File: src/rtl/stack_ram_arbiter.sv
// Arbiter sharing the single-port stack RAM between the core and the host debug/loader port.
// Core has priority, bounded by a starvation counter; host_lock gives the host exclusive bursts.
//   state | meaning
//   ARB   | per-cycle arbitration: core first, host after STARVE_MAX core grants
//   LOCK  | host owns the RAM, core stalled and held pending
module stack_ram_arbiter #(
  parameter int ADDR_W     = 8,
  parameter int DATA_W     = 8,
  parameter int STARVE_MAX = 4
) (
  input  logic              core_clock,
  input  logic              rst,
  input  logic              core_req,
  input  logic              core_we,
  input  logic [ADDR_W-1:0] core_addr,
  input  logic [DATA_W-1:0] core_wdata,
  output logic              core_gnt,
  output logic              core_rvalid,
  output logic [DATA_W-1:0] core_rdata,
  input  logic              host_req,
  input  logic              host_we,
  input  logic [ADDR_W-1:0] host_addr,
  input  logic [DATA_W-1:0] host_wdata,
  input  logic              host_lock,
  output logic              host_gnt,
  output logic              host_rvalid,
  output logic [DATA_W-1:0] host_rdata,
  output logic              core_stall,
  output logic [ADDR_W-1:0] ram_addr,
  output logic [DATA_W-1:0] ram_data,
  output logic              ram_wren,
  input  logic [DATA_W-1:0] ram_q
);

  typedef enum logic {ARB, LOCK} state_t;

  localparam logic [3:0] STARVE_LIM = 4'(STARVE_MAX);

  state_t            state_q, state_d;
  logic [3:0]        starve_q, starve_d;
  logic              core_win, host_win;
  logic              rd_core_q, rd_host_q;
  logic              core_gnt_q, host_gnt_q, core_rvalid_q, host_rvalid_q;
  logic              core_stall_q, ram_wren_q;
  logic [DATA_W-1:0] core_rdata_q, host_rdata_q, ram_data_q;
  logic [ADDR_W-1:0] ram_addr_q;

  always_comb begin
    core_win = 1'b0;
    host_win = 1'b0;
    state_d  = (state_q == LOCK && !host_lock) ? ARB : state_q;
    if (state_q == LOCK && host_lock) begin
      host_win = host_req;
    end else if (host_req && host_lock) begin
      host_win = 1'b1;
      state_d  = LOCK;
    end else if (host_req && (!core_req || starve_q == STARVE_LIM)) begin
      host_win = 1'b1;
    end else if (core_req) begin
      core_win = 1'b1;
    end
  end

  // The counter only measures core grants that actually made a waiting host wait longer.
  always_comb begin
    starve_d = starve_q;
    if (host_win || !host_req)
      starve_d = '0;
    else if (core_win && starve_q != STARVE_LIM)
      starve_d = starve_q + 4'd1;
  end

  always_ff @(posedge core_clock or negedge rst) begin
    if (!rst) begin
      state_q       <= ARB;
      starve_q      <= '0;
      rd_core_q     <= 1'b0;
      rd_host_q     <= 1'b0;
      core_gnt_q    <= 1'b0;
      host_gnt_q    <= 1'b0;
      core_rvalid_q <= 1'b0;
      host_rvalid_q <= 1'b0;
      core_rdata_q  <= '0;
      host_rdata_q  <= '0;
      core_stall_q  <= 1'b0;
      ram_wren_q    <= 1'b0;
      ram_addr_q    <= '0;
      ram_data_q    <= '0;
    end else begin
      state_q       <= state_d;
      starve_q      <= starve_d;
      core_gnt_q    <= core_win;
      host_gnt_q    <= host_win;
      core_stall_q  <= (state_d == LOCK);
      ram_wren_q    <= (core_win & core_we) | (host_win & host_we);
      rd_core_q     <= core_win & ~core_we;
      rd_host_q     <= host_win & ~host_we;
      core_rvalid_q <= rd_core_q;
      host_rvalid_q <= rd_host_q;
      if (core_win) begin
        ram_addr_q <= core_addr;
        ram_data_q <= core_wdata;
      end else if (host_win) begin
        ram_addr_q <= host_addr;
        ram_data_q <= host_wdata;
      end
      // RAM latched the granted address on the negedge, so ram_q is settled here.
      if (rd_core_q) core_rdata_q <= ram_q;
      if (rd_host_q) host_rdata_q <= ram_q;
    end
  end

  assign core_gnt    = core_gnt_q;
  assign host_gnt    = host_gnt_q;
  assign core_rvalid = core_rvalid_q;
  assign host_rvalid = host_rvalid_q;
  assign core_rdata  = core_rdata_q;
  assign host_rdata  = host_rdata_q;
  assign core_stall  = core_stall_q;
  assign ram_addr    = ram_addr_q;
  assign ram_data    = ram_data_q;
  assign ram_wren    = ram_wren_q;

endmodule

File: config.mk
export PLATFORM = sky130hd
export DESIGN_NAME = stack_ram_arbiter
export DESIGN_NICKNAME = d
export VERILOG_FILES = /design/src/rtl/stack_ram_arbiter.sv
export SDC_FILE = /design/constraint.sdc
export NUM_CORES = 1
export LEC_CHECK = 0
export ABC_CLOCK_PERIOD_IN_PS = 2000
export CORE_UTILIZATION = 41
export DETAILED_ROUTE_END_ITERATION = 10
export HOLD_SLACK_MARGIN = 0.05
export PLACE_DENSITY = 0.79
export SETUP_SLACK_MARGIN = 0.4
export SKIP_LAST_GASP = 1
export SLEW_MARGIN = 5
export SYNTH_ARGS = -nofsm -noshare
export SYNTH_HDL_FRONTEND = slang
export SYNTH_SLANG_ARGS = --single-unit
File: constraint.sdc
create_clock -name core_clock -period 2 [get_ports core_clock]
set_input_delay 0.6 -clock core_clock [delete_from_list [all_inputs] [get_ports core_clock]]
set_output_delay 0.6 -clock core_clock [all_outputs]
set_load 0.03 [all_outputs]
# Word level (Yosys, flattened, before mapping)
# Index checks and enable logic that the tools add are counted.
totals:
  latchBits: 0
  memories: 0
  rom_bits: 0
  reg_bits: 44
  inputBits: 47
  mem_bits_rw: 0
classes:
  addsub: 1
  mul: 0
  shifts: 0
  bitwise: 7
  mux: 16
  reduce_logical: 12
  magnitude_cmp: 0
  eq_ne: 2
  div_mod_pow: 0
op_table:
  columns: ["cell", "count"]
  rows:
  - ["2-to-1 mux 8 bit", 4]
  - ["2-to-1 mux 1 bit", 10]
  - ["2-to-1 mux 4 bit", 2]
  - ["logical AND 1 bit", 5]
  - ["adder 4 x 1 -> 4 bit (second input constant)", 1]
  - ["AND 1 bit", 4]
  - ["equality test 4 x 3 -> 1 bit (second input constant)", 1]
  - ["inequality test 4 x 3 -> 1 bit (second input constant)", 1]
  - ["nonzero test 2 bit", 2]
  - ["logical NOT 1 bit", 3]
  - ["logical OR 1 bit", 2]
  - ["inverter 1 bit", 2]
  - ["OR 1 bit", 1]

# Depth between registers and ports, before layout
depth:
  depth_word: 9
  depth_mapped: 7
  depth_no_buf: 6

# Worst setup path before layout
# Ideal clock, no wire load.
synth_timing:
  path_kind: "input port to flip-flop"
  from: "in core_req"
  to: "reg ram_addr_q[3], in the netlist ram_addr[3]"
  arrival_time_ns: 1.555
  stages: 4
  path_slack_ns: 0.320
  t_required_ns: 1.875
  path_cell_list: "a21bo_2 buf_6 mux2_4 mux2_2"
synth_between:
  elab_chain_cells: 7
synth_rtl:
  columns: ["element", "line_no", "rtl"]
  rows:
  - ["from (decl)", "13", "input logic core_req,"]
  - ["logical NOT 1 bit", "57", "end else if (host_req && (!core_req || starve_q == STARVE_LIM)) begin"]
  - ["logical OR 1 bit", "57", null]
  - ["logical AND 1 bit", "57", null]
  - ["2-to-1 mux 1 bit", "57", null]
  - ["2-to-1 mux 1 bit", "54", "end else if (host_req && host_lock) begin"]
  - ["2-to-1 mux 1 bit", "52", "if (state_q == LOCK && host_lock) begin"]
  - ["2-to-1 mux 8 bit or nonzero test 2 bit (tied branches)", null, null]
  - ["to (signal assigned)", "101", "ram_addr_q <= core_addr;"]
  - ["to (signal assigned)", "104", "ram_addr_q <= host_addr;"]
  - ["to (decl)", "46", "logic [ADDR_W-1:0] ram_addr_q;"]
# Parallel ways exist; a longest one is shown, timed or not.
# A chain may end at the register's enable or synchronous reset.

# Final worst setup path
layout_timing:
  from: "in core_req"
  to: "reg ram_data_q[7], in the netlist ram_data[7]"
layout_between:
  elab_chain_cells: 7
layout_rtl:
  columns: ["element", "line_no", "rtl"]
  rows:
  - ["logical NOT 1 bit", "57", null]
  - ["logical OR 1 bit", "57", null]
  - ["logical AND 1 bit", "57", null]
  - ["2-to-1 mux 1 bit", "57", null]
  - ["2-to-1 mux 1 bit", "54", null]
  - ["2-to-1 mux 1 bit", "52", null]
  - ["2-to-1 mux 8 bit or nonzero test 2 bit (tied branches)", null, null]
  - ["to (signal assigned)", "102", "ram_data_q <= core_wdata;"]
  - ["to (signal assigned)", "105", "ram_data_q <= host_wdata;"]
  - ["to (decl)", "45", "logic [DATA_W-1:0] core_rdata_q, host_rdata_q, ram_data_q;"]
# Parallel ways exist; a longest one is shown, timed or not.

==> flow_metrics.py <==
metrics = {
    "cts": {
        "ctsHtreeMaxLevel": 2,
        "cts_tree": "done",
        "clock_latency_ns": 0.30,
        "cts_sinks": 44,
        "clock_path_buffers": 2,
        "numCtsBuffers": 5,
        "clock-root-buffer": "clkbuf_8",
        "clkTransAtPathRegs_ns": 0.08,
    },
    "cells_and_area": {
        "nNetsFinal": 276,
        "num_antenna_cells": 0,
        "final_core_util_pct": 68.1,
        "fill_cells": 319,
        "stdcell_count": 280,
        "seq_area_um2": 1100,
        "multiInputGateArea_um2": 860,
        "drive_gt1_share_pct": 51.3,
        "areaGrowthSynthToFinish_pct": 57.2,
    },
    "grt": {
        "grt_max_degree": 32,
        "grt_first_pass_wirelength_um": 7680,
        "antenna_found_initial": 0,
        "grt_usage_pct": 20.5,
        "grt_pass1_vias": 1579,
        "grt-ovfl-total": 0,
    },
    "timing": {
        "rsz0062_at_grt": "yes",
        "finalMaxSlewViolations": 0,
        "tightest_slew_ns": 0.394,
        "hold_viol_final": 0,
        "min_period_ns": 1.64,
        "setup_violations": 0,
        "slew_headroom_pct": 73.8,
        "max_freq_mhz": 612,
        "fin_setup_tns_ns": 0,
        "clock-skew-final_ns": 0.00424,
        "min_period_over_period_pct": 81.8,
        "whs_ns": 0.199,
    },
    "pwr": {
        "irDropWorstVdd_mv": 0.499,
        "leakage_nw": 1.40,
        "p_per_area_nw_per_um2": 846,
    },
    "worst_setup_path": {
        "r2r_start": "starve_q[1]",
        "crit_arrival_ns": 1.82,
        "r2r_cells": 6,
        "worst_ep_required_time_ns": 2.18,
        "crit_path_start_kind": "primary input",
        "setup.worst_path.start": "core_req",
        "r2r-end": "ram_data[7]",
        "cp_max_fo": 6,
        "end_kind": "register",
        "crit_end": "ram_data[7]",
        "r2r_slack_ns": 0.37,
        "critical_path_class": "primary input to register",
    },
    "floorplan": {
        "ios": 85,
        "die_area_um2": 4940,
        "die_x_um": 70.3,
        "initial_core_util_pct": 43.3,
        "die_y_um": 70.3,
        "core_um2": 4410,
        "std_cell_rows": 24,
    },
    "synth": {
        "synth_area_um2": 1910,
        "synth_top_area_share_pct": 57.6,
        "yosys-top-cells-area": "dfrtp_1 58%, mux2_2 21%, mux2_4 7.8%",
        "ys_types": 24,
        "async_flop_share_pct": 100,
        "ys_ff_latch": 44,
        "synth_nets": 176,
        "synth-edff-count": 0,
        "netlist_instances": 127,
        "synth_warnings": 0,
        "yosysMostFrequentCell": "dfrtp_1",
        "syn_avg_cell_area_um2": 15.1,
        "synth_common_cells": "44 x dfrtp_1, 35 x mux2_2, 10 x mux2_4",
        "synth.largest_area_cell": "dfrtp_1",
        "yosysSeqAreaShare_pct": 57.6,
        "ys.flop_type": "dfrtp_1",
    },
    "run_status": {
        "status": "finished, final reports clean",
    },
    "detailed_routing": {
        "dr_total_vias": 1443,
        "drc": 0,
        "ant_nets": 0,
        "first_pass_iters": 4,
        "wl_per_cell_um": 17.0,
        "postRouteWirelength_um": 4770,
        "drtIter0Drc": 60,
        "post_drt_via_cell_ratio": 5.15,
    },
    "placed_design": {
        "io_buffers": 84,
        "post-dp-hpwl_um": 3390,
        "gp_congestion": 0.707,
        "place_inst": 265,
    },
    "flow_run": {
        "drv_cap": 0,
    },
    "worst_hold_path": {
        "hold_path.class": "primary input to asynchronous set/reset pin",
    },
}
[flip-flops by register name, summed over array words and instances (netlist names)]
signal and cells:
ram_data 8, host_rdata 8, starve_q 4, rd_core_q 1, ram_addr 8, core_rvalid 1
rd_host_q 1, ram_wren 1, core_gnt 1, core_rdata 8, host_rvalid 1, core_stall 1
host_gnt 1
[power by group]
group          switching [mW]  leakage (nW)  internal [mW]
clock                   0.312        0.0548          0.376
sequential             0.0678         0.533           1.01
combinational           0.405         0.809          0.376
total                   0.785          1.40           1.76
[placed cells by master, fill, tap and decap left out, drive strengths merged, types with 2 or more instances in the layout]
cell type / instances
mux2: 48
clkdlybuf4s15: 12
or3: 2
dfrtp: 44
o21ai: 3
buf: 40
clkdlybuf4s50: 43
a21bo: 3
clkbuf: 6
a21oi: 2
inv: 7
ha: 2
nor2: 4
nand3: 2
[metrics by stage]
stage | total power, mW | setup slack (ns) | instance area [µm²]
final | 2.54 | 0.365 | 3010
after floorplan | 1.54 | 0.333 | 1960
after global placement | 1.91 | -0.180 | 2890
after CTS | 2.60 | 0.335 | 3090
after detailed placement | 1.94 | -0.268 | 2890
after global routing | 2.66 | 0.312 | 3010
[metal layers]
layer | global-route usage, % | routed length [µm] | share of wire (%)
met1 | 23.2 | 1880 | 39
met2 | 35.6 | 2380 | 50
met3 | 6.93 | 414 | 8.7
met4 | 7.56 | 95 | 2.0
met5 | 0 | 0 | 0
[worst min path at each step]
stage,depth (start not counted),endpoint,slack (ns),from
final,1,ram_data[2],0.20,rst
after global placement,1,starve_q[0],0.47,starve_q[0]
after global routing,1,ram_data[2],0.20,rst
after detailed placement,1,starve_q[0],0.47,starve_q[0]
after floorplan,0,core_gnt,0.30,rst
after CTS,1,ram_data[2],0.20,rst
[timing repair]
action	4_1_cts	5_1_grt
endpoints found under the setup margin	58	45
pin swaps	2	3
resized for setup	124	65
setup buffers	2	2
cloned	2	1
hold buffers	0	0
[critical path, cell delays in order]
cell and delay (ns):
clkdlybuf4s15_2 0.23, buf_4 0.13, nand2b_1 0.11, o21ai_4 0.25
clkbuf_16 0.20, mux2_4 0.29
[cell families (layout without fill, tap and decap cells)]
kind of cell    count (synthesis)  in the layout  synth area share, %
compound gates                  9             11                 3.86
fa+ha+maj                       2              2                 1.31
buf+inv                        11            110                 3.34
flops                          44             44                 57.6
mux                            48             48                 30.2
simple gates                   13             13                 3.73
[area by class of cell]
class,instances,area share (%)
well taps,52,2.16
repair buffers,96,28.0
flip-flops and latches,44,36.6
clock inverters,3,1.54
multi-input cells,74,28.6
inverters,6,0.749
clock buffers,5,2.29
Note: power is estimated with default switching activity, not from simulation.
